===== src/rtl/bp_stream_host_router.sv =====
// bp_stream_host_router
//   Inbound : host write stream (addr/data) is decoded to one of num_ch_p
//             channels and buffered in a per-channel FIFO. A control address
//             clears the unmapped-write status; other addresses are unmapped.
//   Outbound: per-channel return streams are merged round-robin into a single
//             registered host read stream tagged with the source channel.
//   Optional: define BP_STREAM_HOST_ROUTER_ERR_RESP_EN to return an error word
//             (tag num_ch_p) for every unmapped write instead of dropping it.
module bp_stream_host_router #(
    parameter int num_ch_p = 2,
    parameter int stream_addr_width_p = 32,
    parameter int stream_data_width_p = 32,
    parameter logic [stream_addr_width_p-1:0] base_addr_p = 32'h10,
    parameter logic [stream_addr_width_p-1:0] addr_stride_p = 32'h10,
    parameter logic [stream_addr_width_p-1:0] ctrl_addr_p = 32'h0,
    parameter int fifo_els_p = 4,
    parameter int cnt_width_p = 16,
    localparam int lg_ch_lp = $clog2(num_ch_p + 1)
) (
    input  logic                                    clk_i,
    input  logic                                    reset_n_i,
    input  logic                                    stream_v_i,
    input  logic [stream_addr_width_p-1:0]          stream_addr_i,
    input  logic [stream_data_width_p-1:0]          stream_data_i,
    output logic                                    stream_yumi_o,
    output logic [num_ch_p-1:0]                     ch_v_o,
    output logic [num_ch_p*stream_data_width_p-1:0] ch_data_o,
    input  logic [num_ch_p-1:0]                     ch_ready_i,
    input  logic [num_ch_p-1:0]                     ch_v_i,
    input  logic [num_ch_p*stream_data_width_p-1:0] ch_data_i,
    output logic [num_ch_p-1:0]                     ch_yumi_o,
    output logic                                    stream_v_o,
    output logic [stream_data_width_p-1:0]          stream_data_o,
    output logic [lg_ch_lp-1:0]                     stream_ch_o,
    input  logic                                    stream_ready_i,
    output logic [cnt_width_p-1:0]                  unmapped_cnt_o,
    output logic                                    unmapped_err_o
);

    localparam int dw_lp     = stream_data_width_p;
    localparam int lg_els_lp = $clog2(fifo_els_p);

    typedef logic [lg_els_lp:0] ptr_t;

    // ------------------------------------------------------------------
    // Address decode
    // ------------------------------------------------------------------
    logic [num_ch_p-1:0] hit_s;
    logic [num_ch_p-1:0] full_s;
    logic [num_ch_p-1:0] empty_s;
    logic [num_ch_p-1:0] enq_s;
    logic [num_ch_p-1:0] deq_s;
    logic                ctrl_s;
    logic                unmapped_s;
    logic                unm_take_s;
    logic                err_resp_s;
    logic                loadable_s;

    // Control and unmapped classification; a channel hit always wins.
    always_comb begin
        ctrl_s     = 1'b0;
        unmapped_s = 1'b0;
        if (stream_v_i && (hit_s == '0)) begin
            if (stream_addr_i == ctrl_addr_p) begin
                ctrl_s = 1'b1;
            end else begin
                unmapped_s = 1'b1;
            end
        end else begin
            ctrl_s     = 1'b0;
            unmapped_s = 1'b0;
        end
    end

    // ------------------------------------------------------------------
    // Per-channel inbound FIFOs (circular buffer, pointers carry a wrap bit)
    // ------------------------------------------------------------------
    for (genvar g = 0; g < num_ch_p; g++) begin : g_ch
        localparam logic [stream_addr_width_p-1:0] ch_addr_lp =
            base_addr_p + (addr_stride_p * stream_addr_width_p'(g));

        logic [dw_lp-1:0] mem_q [fifo_els_p];
        ptr_t             wptr_q;
        ptr_t             wptr_d;
        ptr_t             rptr_q;
        ptr_t             rptr_d;

        assign hit_s[g]   = stream_v_i & (stream_addr_i == ch_addr_lp);
        assign full_s[g]  = (wptr_q[lg_els_lp] != rptr_q[lg_els_lp]) &&
                            (wptr_q[lg_els_lp-1:0] == rptr_q[lg_els_lp-1:0]);
        assign empty_s[g] = (wptr_q == rptr_q);
        // Fullness is judged before this cycle's dequeue.
        assign enq_s[g]   = hit_s[g] & ~full_s[g];
        assign deq_s[g]   = ~empty_s[g] & ch_ready_i[g];

        assign ch_v_o[g]                  = ~empty_s[g];
        assign ch_data_o[g*dw_lp +: dw_lp] = mem_q[rptr_q[lg_els_lp-1:0]];

        // Pointer advance on enqueue/dequeue.
        always_comb begin
            wptr_d = wptr_q;
            rptr_d = rptr_q;
            if (enq_s[g]) begin
                wptr_d = wptr_q + ptr_t'(1'b1);
            end else begin
                wptr_d = wptr_q;
            end
            if (deq_s[g]) begin
                rptr_d = rptr_q + ptr_t'(1'b1);
            end else begin
                rptr_d = rptr_q;
            end
        end

        // Pointer registers; reset empties the FIFO.
        always_ff @(posedge clk_i or negedge reset_n_i) begin
            if (!reset_n_i) begin
                wptr_q <= '0;
                rptr_q <= '0;
            end else begin
                wptr_q <= wptr_d;
                rptr_q <= rptr_d;
            end
        end

        // Storage array; contents are only meaningful below the write pointer.
        always_ff @(posedge clk_i) begin
            if (enq_s[g]) begin
                mem_q[wptr_q[lg_els_lp-1:0]] <= stream_data_i;
            end
        end
    end

    // ------------------------------------------------------------------
    // Unmapped-write handling
    // ------------------------------------------------------------------
`ifdef BP_STREAM_HOST_ROUTER_ERR_RESP_EN
    // An unmapped write needs the output register for its error word.
    assign err_resp_s = unmapped_s & loadable_s;
    assign unm_take_s = err_resp_s;
`else
    assign err_resp_s = 1'b0;
    assign unm_take_s = unmapped_s;
`endif

    // Host write is consumed by an accepted enqueue, a control write or a
    // taken unmapped write; forced low while reset is asserted.
    assign stream_yumi_o = reset_n_i & ((|enq_s) | ctrl_s | unm_take_s);

    logic [cnt_width_p-1:0] cnt_q;
    logic [cnt_width_p-1:0] cnt_d;
    logic                   err_q;
    logic                   err_d;

    // Saturating unmapped counter and sticky flag, cleared by control bit 0.
    always_comb begin
        cnt_d = cnt_q;
        err_d = err_q;
        if (ctrl_s && stream_data_i[0]) begin
            cnt_d = '0;
            err_d = 1'b0;
        end else if (unm_take_s) begin
            if (cnt_q != '1) begin
                cnt_d = cnt_q + cnt_width_p'(1'b1);
            end else begin
                cnt_d = cnt_q;
            end
            err_d = 1'b1;
        end else begin
            cnt_d = cnt_q;
            err_d = err_q;
        end
    end

    // Unmapped status registers.
    always_ff @(posedge clk_i or negedge reset_n_i) begin
        if (!reset_n_i) begin
            cnt_q <= '0;
            err_q <= 1'b0;
        end else begin
            cnt_q <= cnt_d;
            err_q <= err_d;
        end
    end

    assign unmapped_cnt_o = cnt_q;
    assign unmapped_err_o = err_q;

    // ------------------------------------------------------------------
    // Outbound round-robin merge into a single output register
    // ------------------------------------------------------------------
    logic                out_v_q;
    logic                out_v_d;
    logic [dw_lp-1:0]    out_data_q;
    logic [dw_lp-1:0]    out_data_d;
    logic [lg_ch_lp-1:0] out_ch_q;
    logic [lg_ch_lp-1:0] out_ch_d;
    logic [lg_ch_lp-1:0] rr_q;
    logic [lg_ch_lp-1:0] rr_d;

    logic                grant_v_s;
    logic [lg_ch_lp-1:0] grant_idx_s;
    logic [num_ch_p-1:0] grant_oh_s;
    logic [dw_lp-1:0]    grant_data_s;

    assign loadable_s = ~out_v_q | stream_ready_i;

    // First valid channel at or after the pointer: scan the upper part of
    // the ring first, then wrap to the lower part.
    always_comb begin
        grant_v_s    = 1'b0;
        grant_idx_s  = '0;
        grant_oh_s   = '0;
        grant_data_s = '0;
        if (loadable_s && !err_resp_s) begin
            for (int j = 0; j < num_ch_p; j++) begin
                if (!grant_v_s && ch_v_i[j] && (lg_ch_lp'(j) >= rr_q)) begin
                    grant_v_s     = 1'b1;
                    grant_idx_s   = lg_ch_lp'(j);
                    grant_oh_s[j] = 1'b1;
                    grant_data_s  = ch_data_i[j*dw_lp +: dw_lp];
                end
            end
            for (int j = 0; j < num_ch_p; j++) begin
                if (!grant_v_s && ch_v_i[j]) begin
                    grant_v_s     = 1'b1;
                    grant_idx_s   = lg_ch_lp'(j);
                    grant_oh_s[j] = 1'b1;
                    grant_data_s  = ch_data_i[j*dw_lp +: dw_lp];
                end
            end
        end else begin
            grant_v_s = 1'b0;
        end
    end

    assign ch_yumi_o = grant_oh_s & {num_ch_p{reset_n_i}};

    // Output register load/drain and pointer update.
    always_comb begin
        out_v_d    = out_v_q;
        out_data_d = out_data_q;
        out_ch_d   = out_ch_q;
        rr_d       = rr_q;
        if (err_resp_s) begin
            out_v_d    = 1'b1;
`ifdef BP_STREAM_HOST_ROUTER_ERR_RESP_EN
            out_data_d = {8'hEE, stream_addr_i[dw_lp-9:0]};
`else
            out_data_d = out_data_q;
`endif
            out_ch_d   = lg_ch_lp'(num_ch_p);
        end else if (grant_v_s) begin
            out_v_d    = 1'b1;
            out_data_d = grant_data_s;
            out_ch_d   = grant_idx_s;
            if (grant_idx_s == lg_ch_lp'(num_ch_p - 1)) begin
                rr_d = '0;
            end else begin
                rr_d = grant_idx_s + lg_ch_lp'(1'b1);
            end
        end else if (loadable_s) begin
            out_v_d = 1'b0;
        end else begin
            out_v_d = out_v_q;
        end
    end

    // Output register and round-robin pointer.
    always_ff @(posedge clk_i or negedge reset_n_i) begin
        if (!reset_n_i) begin
            out_v_q    <= 1'b0;
            out_data_q <= '0;
            out_ch_q   <= '0;
            rr_q       <= '0;
        end else begin
            out_v_q    <= out_v_d;
            out_data_q <= out_data_d;
            out_ch_q   <= out_ch_d;
            rr_q       <= rr_d;
        end
    end

    assign stream_v_o    = out_v_q;
    assign stream_data_o = out_data_q;
    assign stream_ch_o   = out_ch_q;

endmodule

===== config.mk =====
export PLATFORM = sky130hd
export DESIGN_NAME = bp_stream_host_router
export DESIGN_NICKNAME = d
export VERILOG_FILES = /design/src/rtl/bp_stream_host_router.sv
export SDC_FILE = /design/constraint.sdc
export NUM_CORES = 1
export LEC_CHECK = 0
export ABC_AREA = 1
export BUFFER_PORTS_ARGS = -buffer_cell sky130_fd_sc_hd__buf_2
export CAP_MARGIN = 30
export CORE_MARGIN = 3
export CORE_UTILIZATION = 55
export DETAILED_ROUTE_END_ITERATION = 10
export HOLD_SLACK_MARGIN = 0.06
export PLACE_DENSITY = 0.77
export SETUP_SLACK_MARGIN = 0.1
export SKIP_LAST_GASP = 1
export SYNTH_ARGS = -nofsm -noshare
export SYNTH_HDL_FRONTEND = slang
export SYNTH_SLANG_ARGS = --single-unit

===== constraint.sdc =====
create_clock -name clk_i -period 3.3 [get_ports clk_i]
set_clock_uncertainty 0.15 [all_clocks]
set_input_delay 0.495 -clock clk_i [delete_from_list [all_inputs] [get_ports clk_i]]
set_output_delay 0.495 -clock clk_i [all_outputs]
set_load 0.01 [all_outputs]

==> qor.csv, run 1 <==
metric,value,unit
maxCapViolations,0,
cts_tree,yes,
synth_edf_count,256,
postLayoutCoreUtil,67.9,%
clkTransAtPathRegs,0.06,ns
place.gp.congestion,0.842,
layout_worst_path_cycle_share,91.6,%
slowest_delay,0.42,ns
cp_data_arrival_time,2.38,ns
power_density,707,nW/um^2
reg2reg_slack,1.04,ns
hpwl,19500,um
synth_seq_cells,320,
grt_pass1_vias,9263,
setup_violations,0,
fin_nets,1574,
synthCells,1159,
worstSetupStartpointType,flip-flop,
crit_fanout,7,
initial_core_util,56.1,%
path_buf_inv,2,
synth_most_common_cell,edfxtp_1,
fmax,331,MHz
port_buffers,255,
wl,30100,um
vias_per_cell,5.34,
ys.flop_type,edfxtp_1,
crit_family,simple AND/OR/NAND/NOR gates,
seq_area_frac_synth,70.4,%
min_from,stream_data_i[9],
slew_headroom,35.9,%
ys_top_cells_by_area,"edfxtp_1, dfrtp_1, o21ai_0",
nFillCells,1751,
tightest_slew,0.960,ns
fin_crit,3.02,ns
drive_gt1_share,24.8,%
root_buffer,clkbuf_16,
grt_max_degree,66,
synth_top_area_share,58.2,%
hp-class,input port to flip-flop,
postCtsSetupRepairBufs,0,
drt_pre_antenna_iters,5,
hold_path_depth,1,
rows,56,
core_area,23500,sq um
overflow,0,
yosysUniqueCellTypes,34,
tns,0,ns
synth_top_cell_by_area,edfxtp_1,
cts_max_level,1,
rr_endpoint,g_ch[0].mem_q[3][15]$_DFFE_PP_,
critPathKind,flip-flop to primary output,
synth.net_count,1306,
ys_async_sr_fraction,20.0,%
cp_cell_sequence,inv_1 > nand2_1 > a21oi_1 > nand2_1 > nand2_2 > nand3_1 > and2_1 > buf_2,
pre_cts_slack,0.486,ns
ant_nets,0,
ios,257,
hold_path_end,g_ch[0].mem_q[3][9]$_DFFE_PP_,
via_count,9449,
syn-cell-area,13200,sq um
worst_setup_path_end_kind,primary output,
clock_sinks,320,
cp_slowest_cell,dfrtp_1,
cts_buffers,31,
antennaDiodeCount,0,
die_area,25900,sq um
ir_worst_vdd,458,uV
antenna_found_initial,2,
synth_common_cells,"edfxtp_1, nand2_1, nor2_1, o21ai_0, inv_1",
r2r-start,g_ch[0].wptr_q[0]$_DFFE_PN0P_,
drcViolationCount,0,
seq_area,9290,sq um
finalHoldViolations,0,
synth_area_per_cell,11.4,sq um
grt_util_all_layers,23.3,%
status,"complete, no violations",
slew_violations,0,
drt_iter0_drc,651,
rsz0062_at_grt,false,
area_growth,21.1,%
wl_per_cell,17.0,um
chipHeight,161,um
fin_ws,0.278,ns
die_w,161,um
yosysWarningCount,0,
multiInputGateArea,3410,sq um
grt_pass1_wl,48100,um
cp.required,2.65,ns
power_leakage,6.54,nW
cpMostUsedCell,nand2_1,
clock_path_buffers,3,
clk_latency,0.55,ns
rr_worst_depth,7,
## how the worst max path moves through the flow
stage	cells past startpoint	end	slack, ns	from
after detailed placement	11	g_ch[1].mem_q[3][4]$_DFFE_PP_	0.49	stream_addr_i[8]
after global routing	5	ch_data_o[30]	0.15	g_ch[0].rptr_q[1]$_DFFE_PN0P_
after global placement	12	stream_yumi_o	0.53	stream_addr_i[8]
final	8	stream_yumi_o	0.28	g_ch[0].wptr_q[0]$_DFFE_PN0P_
after floorplan	9	g_ch[1].mem_q[0][0]$_DFFE_PP_	0.11	stream_addr_i[3]
after CTS	8	stream_yumi_o	0.21	g_ch[1].rptr_q[0]$_DFFE_PN0P_
## repair_timing
item	in CTS	in global routing
endpoints found under the setup margin	0	1
hold buffers	12	0
resized for setup	0	1
endpoints found under the hold margin	133	0
## final cells by class
cell class | instances | area share, %
repair buffers | 291 | 10.1
clock inverters | 22 | 0.893
inverters | 86 | 2.02
multi-input cells | 697 | 21.4
well taps | 319 | 2.50
flip-flops and latches | 320 | 58.1
clock buffers | 36 | 4.97
## report_power, final
part	switching [mW]	internal [mW]	total, mW	leakage (nW)
clock network	1.43	1.80	3.23	0.447
registers	0.132	4.50	4.64	3.09
logic	2.24	1.20	3.43	3.00
total	3.80	7.50	11.3	6.54
## logic make-up (layout without fill, tap and decap cells)
group	count (synthesis)	after routing	synth area share, %
simple gates	429	429	13.3
other cells	1	1	0.0284
xor+xnor	20	20	1.33
buf+inv	142	435	4.27
fa+ha+maj	11	11	1.04
flops	320	320	70.4
compound gates	236	236	9.63
## routing by layer
metal  vias to the layer above  wire length [um]  global-route usage [%]
met5                         -                27                       0
met2                       363             14800                    39.4
met1                      4494             12500                    31.0
met4                         4               643                    6.53
met3                        55              2140                    4.59
li1                       4533                 -                       -
## registers in the layout, summed over array words and instances (netlist names)
name / cells
g_ch.mem_q: 256
stream_data_o: 32
unmapped_cnt_o: 16
g_ch.rptr_q: 6
g_ch.wptr_q: 6
rr_q: 1
stream_ch_o: 1
stream_v_o: 1
unmapped_err_o: 1
## layout by cell type (no fill, tap or decap), types with 21 or more instances in the layout
cell type / Yosys / routed
edfxtp_1: 256 / 256
buf_4: 2 / 21
o21ai_0: 145 / 145
nand3_1: 41 / 41
dfrtp_1: 64 / 62
buf_2: 6 / 255
o22ai_1: 64 / 64
nand2_1: 192 / 191
nor2_1: 170 / 162
clkbuf_16: 0 / 31
inv_1: 79 / 78
## through the flow
step | power (mW) | instances | area (sq um) | hold slack [ns]
finish | 11.3 | 1771 | 16000 | 0.0755
global route | 11.9 | 1771 | 16000 | 0.0712
CTS | 11.4 | 1771 | 16000 | 0.0639
detailed placement | 8.14 | 1701 | 14900 | 0.176
global placement | 8.05 | 1701 | 14900 | 0.184
floorplan | 6.70 | 1159 | 13200 | 0.0494
Note: power is estimated with default switching activity, not from simulation.
==> run 2: changes to the inputs <==
PLACE_DENSITY = 0.78   (was 0.77)
==> run 2 against run 1 <==
Net effect: core utilization increased by 0.53 points; critical path depth unchanged; sequential cell count unchanged; cell count decreased by 0.34%; maximum frequency increased by 1.1%; die area unchanged; setup slack improved by 0.034 ns; first-iteration DRC count increased by 10%; largest cell class unchanged; highest routed layer unchanged.
==> qor.csv, run 2 (synthesis results as in run 1) <==
metric,value,unit,change
min_from,stream_data_i[20],,
rsz0062_at_grt,false,,
tns,0,ns,unchanged
chipHeight,161,um,unchanged
via_count,9538,,+0.94%
layout_worst_path_cycle_share,90.5,%,-1.0 points
layout_common_cells,"edfxtp_1, buf_2, nand2_1",,
nFillCells,1708,,-2.5%
vias_per_cell,5.40,,+1.3%
clock_path_buffers,3,,unchanged
hpwl,20100,um,+2.8%
rows,56,,unchanged
hold_path_depth,1,,unchanged
worstSetupStartpointType,flip-flop,,
drcViolationCount,0,,unchanged
initial_core_util,56.1,%,unchanged
status,"complete, no violations",,
mostFrequentLayoutCell,edfxtp_1,,
cts_buffers,34,,+9.7%
cts_max_level,2,,+1
grt_pass1_wl,48900,um,+1.6%
ios,257,,unchanged
wl_per_cell,17.7,um,+4.0%
grt_pass1_vias,9315,,+0.56%
die_area,25900,sq um,unchanged
r2r-start,g_ch[1].rptr_q[1]$_DFFE_PN0P_,,
postCtsSetupRepairBufs,0,,unchanged
clock_sinks,320,,unchanged
cp.required,2.65,ns,about the same
power_leakage,6.60,nW,+1.0%
fin_nets,1568,,-0.38%
hp-class,input port to flip-flop,,
slew_violations,0,,unchanged
power,11.9,mW,+5.3%
rr_worst_depth,7,,unchanged
drive_gt1_share,25.3,%,+0.47 points
largest_reg_flops,256,,unchanged
drt_pre_antenna_iters,5,,unchanged
finalHoldViolations,0,,unchanged
power_density,739,nW/um^2,+4.5%
port_buffers,255,,unchanged
maxCapViolations,0,,unchanged
critPathKind,flip-flop to primary output,,
drt_iter0_drc,717,,+10%
clk_latency,0.50,ns,-0.05 ns
place.gp.congestion,0.839,,-0.33%
setup_violations,0,,unchanged
antenna_found_initial,4,,+2
grt_max_degree,66,,unchanged
area_growth,22.0,%,
wl,31200,um,+3.7%
clkTransAtPathRegs,0.06,ns,about the same
fin_crit,2.99,ns,-0.0338 ns
tightest_slew,0.960,ns,-0.000466 ns
slew_headroom,36.0,%,about the same
grt_util_all_layers,23.8,%,+0.58 points
ant_nets,0,,unchanged
crit_fanout,7,,unchanged
reg2reg_slack,1.01,ns,-0.03 ns
cts_tree,yes,,
rr_endpoint,g_ch[1].mem_q[3][19]$_DFFE_PP_,,
root_buffer,clkbuf_16,,
hold_ws,0.128,ns,+0.0528 ns
cp_data_arrival_time,2.34,ns,-0.04 ns
worst_setup_path_end_kind,primary output,,
postLayoutCoreUtil,68.4,%,+0.53 points
placed_area,15000,sq um,+0.35%
core_area,23500,sq um,unchanged
fmax,335,MHz,+1.1%
overflow,0,,unchanged
hold_path_end,g_ch[0].mem_q[2][20]$_DFFE_PP_,,
die_w,161,um,unchanged
ir_worst_vdd,465,uV,+1.4%
design_area,16100,sq um,+0.77%
==> run 2: changes by cell type in the layout (fill, tap and decap cells not counted), moves of 3 or more <==
cell,delta
buf_12,+3
bufinv_16,+4
clkbuf_1,+6
clkbuf_16,+4
clkinv_1,-7
clkinvlp_4,-3
dlygate4sd3_1,-11
==> run 2: critical path: stages, from the launching register on <==
cell and delay, ns:
dfrtp_1 0.44, xnor2_1 0.25, nand3_1 0.12, nand2_1 0.07, inv_1 0.05, nand2_1 0.39
nand3_1 0.20, and2_1 0.19, buf_2 0.13
==> run 2: repair_timing <==
| item | 4_1_cts | 5_1_grt |
|---|---|---|
| endpoints found under the setup margin | 0 | 1 |
| gates resized for setup | 0 | 1 |
| hold buffers | 1 | 0 |
| endpoints found under the hold margin | 64 | 0 |
==> run 2: final cells by class <==
class	instances	area [sq um]	share of cell area [%]
sequential	320	9290	57.7
multi-input combinational	697	3410	21.2
timing repair buffer	282	1560	9.67
clock buffer	46	917	5.70
tap	319	399	2.48
inverter	86	327	2.03
clock inverter	14	198	1.23
antenna	1	2.50	0.0155
==> run 2: worst max-delay path by stage <==
stage                                              from  cells past startpoint                       endpoint  slack [ns]
after global routing      g_ch[1].rptr_q[1]$_DFFE_PN0P_                      8                  stream_yumi_o        0.15
after global placement                 stream_addr_i[8]                     12                  stream_yumi_o        0.56
after floorplan                        stream_addr_i[3]                      9  g_ch[1].mem_q[0][0]$_DFFE_PP_        0.11
final                     g_ch[1].rptr_q[1]$_DFFE_PN0P_                      8                  stream_yumi_o        0.31
after CTS                 g_ch[1].rptr_q[1]$_DFFE_PN0P_                      4                  ch_data_o[38]        0.25
after detailed placement              stream_addr_i[13]                     12                  stream_yumi_o        0.48
==> run 2: power breakdown <==
group / total, mW / internal, mW / switching (mW) / leakage, nW
combinational: 3.48 / 1.20 / 2.29 / 2.96
clock: 3.79 / 2.34 / 1.45 / 0.548
sequential: 4.63 / 4.50 / 0.125 / 3.09
==> run 2: routing by layer <==
| metal | wire (um) | global-route usage, % | vias to the layer above |
|---|---|---|---|
| li1 | - | - | 4523 |
| met1 | 12900 | 31.4 | 4577 |
| met2 | 15400 | 40.1 | 374 |
| met3 | 2160 | 4.75 | 58 |
| met4 | 748 | 7.98 | 6 |
| met5 | 43 | 0 | - |
==> run 2: per-stage QoR <==
stage | instances | setup WS, ns
floorplan | 1159 | 0.108
global placement | 1703 | 0.563
detailed placement | 1703 | 0.479
CTS | 1764 | 0.250
global route | 1765 | 0.155
finish | 1765 | 0.312
==> run 3: changes to the inputs <==
CELL_PAD_IN_SITES_DETAIL_PLACEMENT = 0   (was unset)
CELL_PAD_IN_SITES_GLOBAL_PLACEMENT = 1   (was unset)
CORE_UTILIZATION = 43   (was 55)
PLACE_DENSITY = 0.77   (was 0.78)
clock period = 3.05 ns   (was 3.3 ns; I/O delays follow)
==> run 3 against run 2 <==
Net effect: die area increased by 27%; largest power group unchanged; clock-buffer cell count increased by 8; largest cell class unchanged; cell count increased by 4.0%; global-route usage decreased by 5.0 points; routed wire length increased by 1.0%; non-clock buffer count decreased by 3; combinational power increased by 9.5%; clock power increased by 4%; sequential power increased by 8.0%; final area increased by 0.71%.
==> qor.csv, run 3 (synthesis results as in run 1) <==
metric,value,unit,change
finalHoldViolations,0,,unchanged
cp_data_arrival_time,2.18,ns,-0.16 ns
worst_setup_path_end_kind,primary output,,
root_buffer,clkbuf_16,,
core_area,30000,sq um,+27%
crit_path_start,g_ch[1].rptr_q[0]$_DFFE_PN0P_,,
slew_violations,0,,unchanged
antenna_found_initial,4,,unchanged
hpwl,20400,um,+1.3%
ir_worst_vdd,519,uV,+12%
die_w,181,um,+13%
grt_pass1_vias,9126,,-2.0%
r2r-start,unmapped_cnt_o[0]$_DFFE_PN0P_,,
area_growth,22.9,%,
drcViolationCount,0,,unchanged
drt_iter0_drc,506,,-29%
clkTransAtPathRegs,0.06,ns,about the same
maxCapViolations,0,,unchanged
port_buffers,255,,unchanged
layout_worst_path_cycle_share,91.4,%,
initial_core_util,44.1,%,-12 points
mostFrequentLayoutCell,edfxtp_1,,
chipHeight,181,um,+13%
slowest_delay,0.53,ns,+0.09 ns
ios,257,,unchanged
place.gp.congestion,0.784,,-6.6%
grt_max_degree,66,,unchanged
cp.required,2.44,ns,-0.21 ns
min_from,stream_data_i[14],,
fin_ws,0.264,ns,-0.0485 ns
wl_per_cell,17.2,um,-2.8%
rows,63,,+13%
rsz0062_at_grt,false,,
power_density,787,nW/um^2,+6.5%
clock_path_buffers,3,,unchanged
clock_sinks,320,,unchanged
pre_cts_slack,0.438,ns,-0.0408 ns
hold_path_end,g_ch[1].mem_q[0][14]$_DFFE_PP_,,
cts_tree,yes,,
nFillCells,2612,,+53%
crit_fanout,64,,+57
tightest_slew,0.839,ns,-0.121 ns
grt_pass1_wl,49900,um,+2.0%
cp_cell_sequence,buf_4 > o21ai_0 > o22ai_1 > buf_2,,
vias_per_cell,5.03,,-6.9%
cts_buffers,35,,+2.9%
largest_reg_flops,256,,unchanged
fin_crit,2.79,ns,
wl,31600,um,+1.0%
grt_util_all_layers,18.8,%,-5.0 points
drive_gt1_share,25.1,%,-0.14 points
slew_headroom,44.1,%,+8.1 points
fin_nets,1566,,-0.13%
rr_endpoint,unmapped_cnt_o[9]$_DFFE_PN0P_,,
layout_common_cells,"edfxtp_1, buf_2, nand2_1",,
cp_slowest_cell,buf_4,,
critPathKind,flip-flop to primary output,,
hold_path_depth,1,,unchanged
status,"complete, no violations",,
power,12.8,mW,+7.3%
fmax,359,MHz,
antennaDiodeCount,0,,-1
rr_worst_depth,10,,+3
ant_nets,0,,unchanged
setup_violations,0,,unchanged
power_leakage,6.61,nW,about the same
hp-class,input port to flip-flop,,
cts_max_level,2,,unchanged
postLayoutCoreUtil,54.1,%,-14 points
drt_pre_antenna_iters,4,,-1
overflow,0,,unchanged
worstSetupStartpointType,flip-flop,,
die_area,32800,sq um,+27%
clk_latency,0.50,ns,about the same
via_count,9231,,-3.2%
reg2reg_slack,0.92,ns,-0.09 ns
==> run 3: changes by cell type in the layout (fill, tap and decap cells not counted), moves of 2 or more <==
cell / delta
clkinv_1: +3
clkbuf_8: +5
buf_12: +4
bufinv_16: -5
clkbuf_16: +2
buf_4: -8
clkinv_2: -4
==> run 3: per-stage QoR <==
stage / instances / TNS (ns) / instance area [sq um] / hold WS [ns]
finish: 1835 / 0 / 16200 / 0.0861
global placement: 1771 / 0 / 15100 / 0.307
detailed placement: 1772 / 0 / 15100 / 0.311
global route: 1835 / 0 / 16200 / 0.0800
floorplan: 1159 / -13.43 / 13200 / 0.0119
CTS: 1835 / 0 / 16200 / 0.0732
==> run 3: layout make-up <==
| cell class | count | area [sq um] | area share [%] |
|---|---|---|---|
| Timing Repair Buffer | 279 | 1610 | 9.90 |
| Sequential cell | 320 | 9290 | 57.3 |
| Clock inverter | 9 | 46.3 | 0.285 |
| Inverter | 86 | 323 | 1.99 |
| Tap cell | 390 | 488 | 3.01 |
| Clock buffer | 54 | 1040 | 6.43 |
| Multi-Input combinational cell | 697 | 3420 | 21.1 |
==> run 3: worst max path at each step <==
stage / to / slack, ns / cells past startpoint
after floorplan: g_ch[1].mem_q[0][0]$_DFFE_PP_ / -0.10 / 9
after CTS: stream_yumi_o / 0.10 / 8
final: ch_data_o[53] / 0.26 / 4
after global placement: stream_yumi_o / 0.49 / 12
after detailed placement: stream_yumi_o / 0.44 / 12
after global routing: stream_yumi_o / 0.13 / 8
==> run 3: per-layer routing <==
layer / GRT usage, % / vias to the layer above / part of all wire (%)
met1: 24.1 / 4377 / 42
met4: 4.57 / 8 / 2.1
li1: - / 4521 / -
met5: 0 / - / 0.16
met3: 5.66 / 58 / 7.6
met2: 31.7 / 267 / 49
==> run 3: critical path, delay by kind of cell, from the launching register on <==
kind | cells | cell delay [ns]
DFF | 1 | 0.40
AOI/OAI and AO/OA | 2 | 0.47
buffers and inverters | 2 | 0.74
==> run 3: power by group <==
group          switching, mW  internal [mW]  leakage [nW]
Sequential             0.126           4.87          3.09
Clock                   1.60           2.35         0.532
Combinational           2.48           1.33          2.98
==> run 3: what timing repair did <==
action	4_1_cts	5_1_grt
setup endpoints to repair	0	1
hold buffers	0	0
setup buffers	0	0
gates resized for setup	0	3
